===== config.mk =====
export PLATFORM = sky130hd
export DESIGN_NAME = mac_sequencer
export DESIGN_NICKNAME = d
export VERILOG_FILES = /design/src/rtl/mac_sequencer.sv
export SDC_FILE = /design/constraint.sdc
export NUM_CORES = 1
export LEC_CHECK = 0
export ABC_AREA = 1
export CAP_MARGIN = 5
export CORE_MARGIN = 10
export CORE_UTILIZATION = 57
export DETAILED_ROUTE_END_ITERATION = 10
export PLACE_DENSITY_LB_ADDON = 0.15
export RECOVER_POWER = 25
export SYNTH_ARGS = -nofsm -noshare
export SYNTH_HDL_FRONTEND = slang
export SYNTH_SLANG_ARGS = --single-unit
export TNS_END_PERCENT = 20

===== constraint.sdc =====
create_clock -name clk -period 2.84 [get_ports clk]
set_input_delay 0.426 -clock clk [delete_from_list [all_inputs] [get_ports clk]]
set_output_delay 0.426 -clock clk [all_outputs]
set_load 0.01 [all_outputs]

===== src/rtl/mac_sequencer.sv =====
// Dot-product sequencer: two operand buffers streamed into an external MAC.
// Ports: buffer write (wr_*), start/len, MAC drive (mac_*), result handshake (res_*).
module mac_sequencer #(
  parameter int DATA_W  = 16,
  parameter int ACC_W   = 40,
  parameter int DEPTH   = 16,
  parameter int MAC_LAT = 1
) (
  input  logic                       clk,
  input  logic                       rst_n,
  input  logic                       wr_en,
  input  logic                       wr_sel,
  input  logic [$clog2(DEPTH)-1:0]   wr_addr,
  input  logic [DATA_W-1:0]          wr_data,
  input  logic                       start,
  input  logic [$clog2(DEPTH):0]     len,
  output logic                       busy,
  output logic                       err,
  output logic                       mac_clr,
  output logic                       mac_en,
  output logic [DATA_W-1:0]          mac_a,
  output logic [DATA_W-1:0]          mac_b,
  input  logic [ACC_W-1:0]           mac_out,
  output logic                       res_valid,
  input  logic                       res_ready,
  output logic [ACC_W-1:0]           res_data
);

  localparam int AW = $clog2(DEPTH);
  localparam int LW = AW + 1;
  localparam int DW = (MAC_LAT > 1) ? $clog2(MAC_LAT) : 1;

  typedef enum logic [2:0] {
    S_IDLE,
    S_CLEAR,
    S_STREAM,
    S_DRAIN,
    S_HOLD
  } state_t;

  state_t          state;
  logic [AW-1:0]   idx;
  logic [LW-1:0]   len_q;
  logic [DW-1:0]   dcnt;

  logic [DATA_W-1:0] buf_a [DEPTH];
  logic [DATA_W-1:0] buf_b [DEPTH];

  logic          wr_ok;
  logic          len_ok;
  logic          last;
  logic          drain_done;
  logic [AW-1:0] nxt;

  assign wr_ok = wr_en
               && (state == S_IDLE || state == S_HOLD)
               && ({1'b0, wr_addr} < LW'(DEPTH));
  assign len_ok = (len != '0) && (len <= LW'(DEPTH));
  // idx is the entry currently on mac_a/mac_b
  assign last = ({1'b0, idx} == len_q - LW'(1));
  assign nxt = idx + AW'(1);
  assign drain_done = (dcnt == DW'(MAC_LAT - 1));

  // Operand storage survives reset
  always_ff @(posedge clk) begin
    if (wr_ok) begin
      if (wr_sel) buf_b[wr_addr] <= wr_data;
      else        buf_a[wr_addr] <= wr_data;
    end
  end

  always_ff @(posedge clk or negedge rst_n) begin
    if (!rst_n) begin
      state     <= S_IDLE;
      idx       <= '0;
      len_q     <= '0;
      dcnt      <= '0;
      busy      <= 1'b0;
      err       <= 1'b0;
      mac_clr   <= 1'b0;
      mac_en    <= 1'b0;
      mac_a     <= '0;
      mac_b     <= '0;
      res_valid <= 1'b0;
      res_data  <= '0;
    end else begin
      err <= 1'b0;
      unique case (state)
        S_IDLE: begin
          if (start) begin
            if (len_ok) begin
              len_q   <= len;
              busy    <= 1'b1;
              mac_clr <= 1'b1;
              state   <= S_CLEAR;
            end else begin
              err <= 1'b1;
            end
          end
        end
        S_CLEAR: begin
          mac_clr <= 1'b0;
          mac_en  <= 1'b1;
          mac_a   <= buf_a[0];
          mac_b   <= buf_b[0];
          idx     <= '0;
          state   <= S_STREAM;
        end
        S_STREAM: begin
          if (last) begin
            mac_en <= 1'b0;
            mac_a  <= '0;
            mac_b  <= '0;
            dcnt   <= '0;
            state  <= S_DRAIN;
          end else begin
            idx   <= nxt;
            mac_a <= buf_a[nxt];
            mac_b <= buf_b[nxt];
          end
        end
        S_DRAIN: begin
          if (drain_done) begin
            res_data  <= mac_out;
            res_valid <= 1'b1;
            busy      <= 1'b0;
            state     <= S_HOLD;
          end else begin
            dcnt <= dcnt + DW'(1);
          end
        end
        S_HOLD: begin
          if (res_ready) begin
            res_valid <= 1'b0;
            state     <= S_IDLE;
          end
        end
        default: state <= S_IDLE;
      endcase
    end
  end

endmodule


=== Word level (Yosys, flattened, before mapping) ===
Memory sizes are Yosys's and may differ from the RTL's.
Cells that the tools add are included.

* Flip-flop bits (word level): 90
* RAM bits: 512
* Bits of input ports: 71
* Logic and storage cells: 82
* Memories kept: 2

{| class="wikitable"
|+ Memories
! memory !! depth !! bits a word !! read ports !! clocked after memory_dff !! wr ports !! RTL line !! RTL
|-
| buf_a || 16 || 16 || 2 || 0 || 1 || 46 || <nowiki>logic [DATA_W-1:0] buf_a [DEPTH];</nowiki>
|-
| buf_b || 16 || 16 || 2 || 0 || 1 || 47 || <nowiki>logic [DATA_W-1:0] buf_b [DEPTH];</nowiki>
|}

* Add/subtract/negate cells: 3
* Order comparisons: 1
* Equal/unequal tests: 11
* Multiplexer cells: 33
* Bitwise logic cells: 1
* Reductions and logical operators: 19

{| class="wikitable"
|+ Operators with widths
! operator !! count
|-
| $pmux 16 s2 || 2
|-
| $mux 16 || 2
|-
| $mux 1 || 16
|-
| $mux 3 || 5
|-
| $pmux 3 s5 || 1
|-
| $ne 2x2->1 const B || 6
|-
| $pmux 1 s2 || 5
|-
| $reduce_bool 2->1 || 5
|-
| $reduce_and 3->1 || 3
|-
| $pmux 4 s2 || 1
|-
| $reduce_and 2->1 || 4
|-
| $eq 3x2->1 const B || 2
|-
| $eq 4x5->1 || 1
|-
| $le 5x5->1 const B || 1
|-
| $reduce_and 5->1 || 1
|-
| $reduce_bool 5->1 || 1
|-
| $sub 5x1->5 const B || 1
|-
| $add 4x1->4 const B || 1
|-
| $mux 4 || 1
|-
| $reduce_and 4->1 || 1
|-
| $eq 3x1->1 const B || 1
|-
| $eq 3x3->1 const B || 1
|-
| $logic_not 3->1 || 1
|-
| $logic_and 1x1->1 || 2
|-
| other kinds (3) || 3
|}

=== Logic depth before layout (Yosys ltp) ===
* Word-level depth: 5
* Depth in mapped cells: 13
* Mapped depth without buffers: 12

=== Worst setup path before layout ===
Ideal clock, no wire load.

* Kind: register to register
* Start: register state[1]
* End: memory buf_a[10][0] (enable)
* Library setup time: 0.388 ns
* Arrival: 1.745 ns
* Path slack: 0.706 ns
* Stages on the path, launching flop included: 5
* Buffers on the path: 1
* Period minus slack after synthesis: 2.134 ns
* Cells stage by stage: dfrtp_1 nor2_1 nand3b_1 clkbuf_1 nor2_1

* Cells in the longest elaborated chain, start to end: 5
* Elaborated cells on any way between the ends: 6
* Classes of those cells: eq/ne (1); mux (2); reduce/logical (3)

{| class="wikitable"
|+ RTL lines
! item !! RTL line !! RTL
|-
| from (decl) || 41 || <nowiki>state_t state;</nowiki>
|-
| from (signal assigned) || 74 || <nowiki>state <= S_IDLE;</nowiki>
|-
| from (signal assigned) || 95 || <nowiki>state <= S_CLEAR;</nowiki>
|-
| from (signal assigned) || 107 || <nowiki>state <= S_STREAM;</nowiki>
|-
| $eq 3x3->1 / $logic_not 3->1 (equally long branches) || 56 || <nowiki>&& (state == S_IDLE || state == S_HOLD)</nowiki>
|-
| $logic_or 1x1->1 * || 56 ||
|-
| $logic_and 1x1->1 * || 56 ||
|-
| $mux 1 * || 66 || <nowiki>if (wr_ok) begin</nowiki>
|-
| $mux 1 (not written as such) * || 68 || <nowiki>else buf_a[wr_addr] <= wr_data;</nowiki>
|-
| to (decl) || 46 ||
|}

Mark *: on every way between the ends. The rest lies on a longest branch, timed or not.

=== Worst setup path after layout ===
* Start: register idx[0]
* End: register mac_b[0]

* Cells in the longest elaborated chain, start to end: 4
* Elaborated cells on any way between the ends: 5
* Classes of those cells: add/sub (1); eq/ne (1); mux (2); memory (1)

{| class="wikitable"
|+ RTL lines
! item !! RTL line !! RTL
|-
| from (decl) || 42 || <nowiki>logic [AW-1:0] idx;</nowiki>
|-
| from (signal assigned) || 117 || <nowiki>idx <= nxt;</nowiki>
|-
| $add 4x1->4 || 61 || <nowiki>assign nxt = idx + AW'(1);</nowiki>
|-
| $mem_v2 16x16 || n/a ||
|-
| $mux 16 * || 110 || <nowiki>if (last) begin</nowiki>
|-
| $pmux 16 s2 * || 88 || <nowiki>unique case (state)</nowiki>
|-
| to (signal assigned) || 105 || <nowiki>mac_b <= buf_b[0];</nowiki>
|-
| to (signal assigned) || 119 || <nowiki>mac_b <= buf_b[nxt];</nowiki>
|-
| to (decl) || 22 || <nowiki>output logic [DATA_W-1:0] mac_b,</nowiki>
|}

Marks and branches as above.
A chain may end at the register's enable or synchronous reset.

==> results.py <==
metrics = {
    "outcome": {
        "status": "finished, violations left",
        "violations": "max-capacitance violations, max-slew violations",
    },
    "clocking": {
        "clk_pin_slew_ns": 0.06,
        "htreeDepth": 2,
        "clkSinkCount": 601,
        "clockRootBuffer": "clkbuf_16",
        "clock_path_buffers": 3,
        "cts_buffers": 60,
        "clk-insertion-delay-late_ns": 0.62,
        "hold_buffers": 1,
        "ctsResizeCount": 0,
        "cts_tree": "done",
        "cts_setup_buffers": 0,
    },
    "floorplanning": {
        "die-area_um2": 51800,
        "initial_core_util_pct": 57.3,
        "std_cell_rows": 76,
        "dieWidth_um": 228,
        "io_pins": 148,
        "fp.coreArea_um2": 42900,
        "die_h_um": 228,
    },
    "critical_path": {
        "critical_path_buf_inv_count": 1,
        "slowest_delay_ns": 0.66,
        "critPathRequiredTime_ns": 3.34,
        "end_kind": "flip-flop",
        "critPathKind": "flip-flop to flip-flop",
        "critPathTopFamily": "simple AND/OR/NAND/NOR gates",
        "path_cells": "ha_4 -> buf_4 -> nand3_1 -> nand3_1 -> nand3_1 -> nand2_1 -> nor2_1 -> nor2_1 -> nor2_1",
        "arrival_ns": 3.07,
        "crit_fanout": 72,
        "cp_slowest_cell": "buf_4",
        "critPathLaunchType": "flip-flop",
    },
    "pwr": {
        "ir_drop_mv": 0.967,
        "p_per_area_nw_per_um2": 1030,
        "finalPower_mw": 29.8,
        "total_leakage_power_nw": 11.0,
    },
    "hold_path": {
        "hold_path_class": "primary input to flip-flop",
    },
    "cells_and_area": {
        "diodes": 0,
        "final_cell_mix": "nand2_1, edfxtp_1, nand3_1",
        "final_common_cell": "nand2_1",
        "nFillCells": 3183,
        "drive_gt1_share_pct": 6.89,
        "nets": 2462,
        "synthToLayoutAreaGrowth_pct": 17.4,
        "area.sequential_um2": 17600,
        "multiInputGateArea_um2": 6180,
    },
    "placement": {
        "io_buffers": 147,
        "hpwl_mm": 38.0,
        "gp_congestion": 0.901,
    },
    "global_routing": {
        "grt_overflow": 0,
        "grt_pass1_wl_mm": 97.6,
        "grt_pass1_vias": 17021,
        "antenna_found_initial": 0,
        "track_usage_pct": 24.9,
        "grt_max_degree": 154,
    },
    "sta": {
        "fin_crit_ns": 2.57,
        "worst-slew-pin-transition_ns": 1.98,
        "fin_crit_sh_pct": 90.6,
        "worst_slew_margin_rel_pct": -31.7,
        "final_hold_viol_count": 0,
        "finalSetupTns_ns": 0,
        "maxSlewViolCount": 429,
        "rsz0062_at_grt": "no",
        "fmax_mhz": 389,
        "skew_ns": 0.0126,
        "setup_violations": 0,
    },
    "synthesis": {
        "syn_avg_cell_area_um2": 11.0,
        "synth_top_area_cell": "edfxtp_1",
        "synth_area_leaders": "edfxtp_1, nand2_1, nand3_1, dfrtp_1, nor2_1",
        "syn_area_um2": 24600,
        "synth-seq-cells": 601,
        "yosysTopAreaCellShare_pct": 62.5,
        "synthDistinctLibCells": 22,
        "yosys_warnings": 0,
        "syn_nets": 2306,
        "netlist_instances": 2233,
        "synth_seq_area_share_pct": 71.6,
    },
    "job": {
        "drv_cap": 13,
    },
    "detailed_routing": {
        "wl_per_cell_um": 21.2,
        "routed_wl_mm": 64.0,
        "viasPerCell": 5.65,
        "drt_iter0_markers": 1513,
        "dr.pass1.iters": 6,
        "drtAntennaViolNets": 0,
        "drc": 0,
        "via_count": 17071,
    },
}
## layer usage
metal,track usage (%),part of all wire [%]
met4,12.7,4.6
met5,0,0
met2,43.9,52
met3,3.58,7.1
met1,29.3,36
## metrics by stage
step	setup WS, ns	hold slack, ns	cells	area (um^2)	utilization, %
4_1_cts	0.312	0.318	3023	28900	67.4
6_report	0.268	0.350	3023	28900	67.3
2_1_floorplan	0.706	0.130	2233	24600	-
3_5_place_dp	0.335	0.457	2911	26900	62.6
5_1_grt	0.153	0.332	3023	28900	67.3
3_3_place_gp	0.391	0.453	2911	26900	62.6
## sequential cells by signal, indices dropped and copies added, names as in the netlist, 3 cells and up
| name | count |
|---|---|
| buf_a | 256 |
| buf_b | 256 |
| idx | 4 |
| len_q | 5 |
| mac_a | 16 |
| mac_b | 16 |
| res_data | 40 |
| state | 3 |
## cells in the mapped netlist, drive strengths merged
| cell | n |
|---|---|
| nand2 | 800 |
| edfxtp | 512 |
| inv | 41 |
| dfrtp | 89 |
| o211ai | 1 |
| clkbuf | 28 |
| nand3b | 2 |
| a21oi | 5 |
| ha | 2 |
| nor3 | 2 |
| o21ai | 10 |
| nor2 | 182 |
| nand3 | 455 |
| xor2 | 3 |
| buf | 101 |
## area by class of cell
cell class                 count  share of cell area, %
clock buffer                  71                   5.45
clock inverter                40                   1.63
inverter                      41                  0.559
multi-input combinational   1462                   21.4
sequential                   601                   61.0
tap                          585                   2.54
timing repair buffer         223                   7.42
## worst paths after layout
check | from | end | slack (ns) | depth (start not counted)
min in group asynchronous | rst_n | len_q[3] | 0.39 | 2
max | idx[0] | mac_b[0] | 0.27 | 9
max in group asynchronous | rst_n | res_data[17] | 1.74 | 3
max reg2reg | idx[0] | mac_b[0] | 0.27 | 9
min | mac_out[14] | res_data[14] | 0.35 | 3
min reg2reg | res_data[9] | res_data[9] | 0.47 | 2
## power breakdown
part / leakage, nW / internal [mW] / switching (mW)
Clock: 1.00 / 4.93 / 3.29
Combinational: 4.37 / 3.72 / 7.11
Sequential: 5.66 / 10.3 / 0.443
## cells by family after synthesis
kind of cell | after synthesis | share of synthesized area, %
AOI/OAI and AO/OA | 16 | 0.336
xor gates and xnor gates | 3 | 0.137
adders and majority gates | 2 | 0.102
buffers and inverters | 170 | 3.43
DFF | 601 | 71.6
and+or+nand+nor | 1441 | 24.4
## worst min-delay path, cell delays in order
cell	delay (ns)
clkdlybuf4s50_1	0.40
nand2_1	0.06
nand2_1	0.05
No activity file was read; power rests on OpenSTA's default activity.
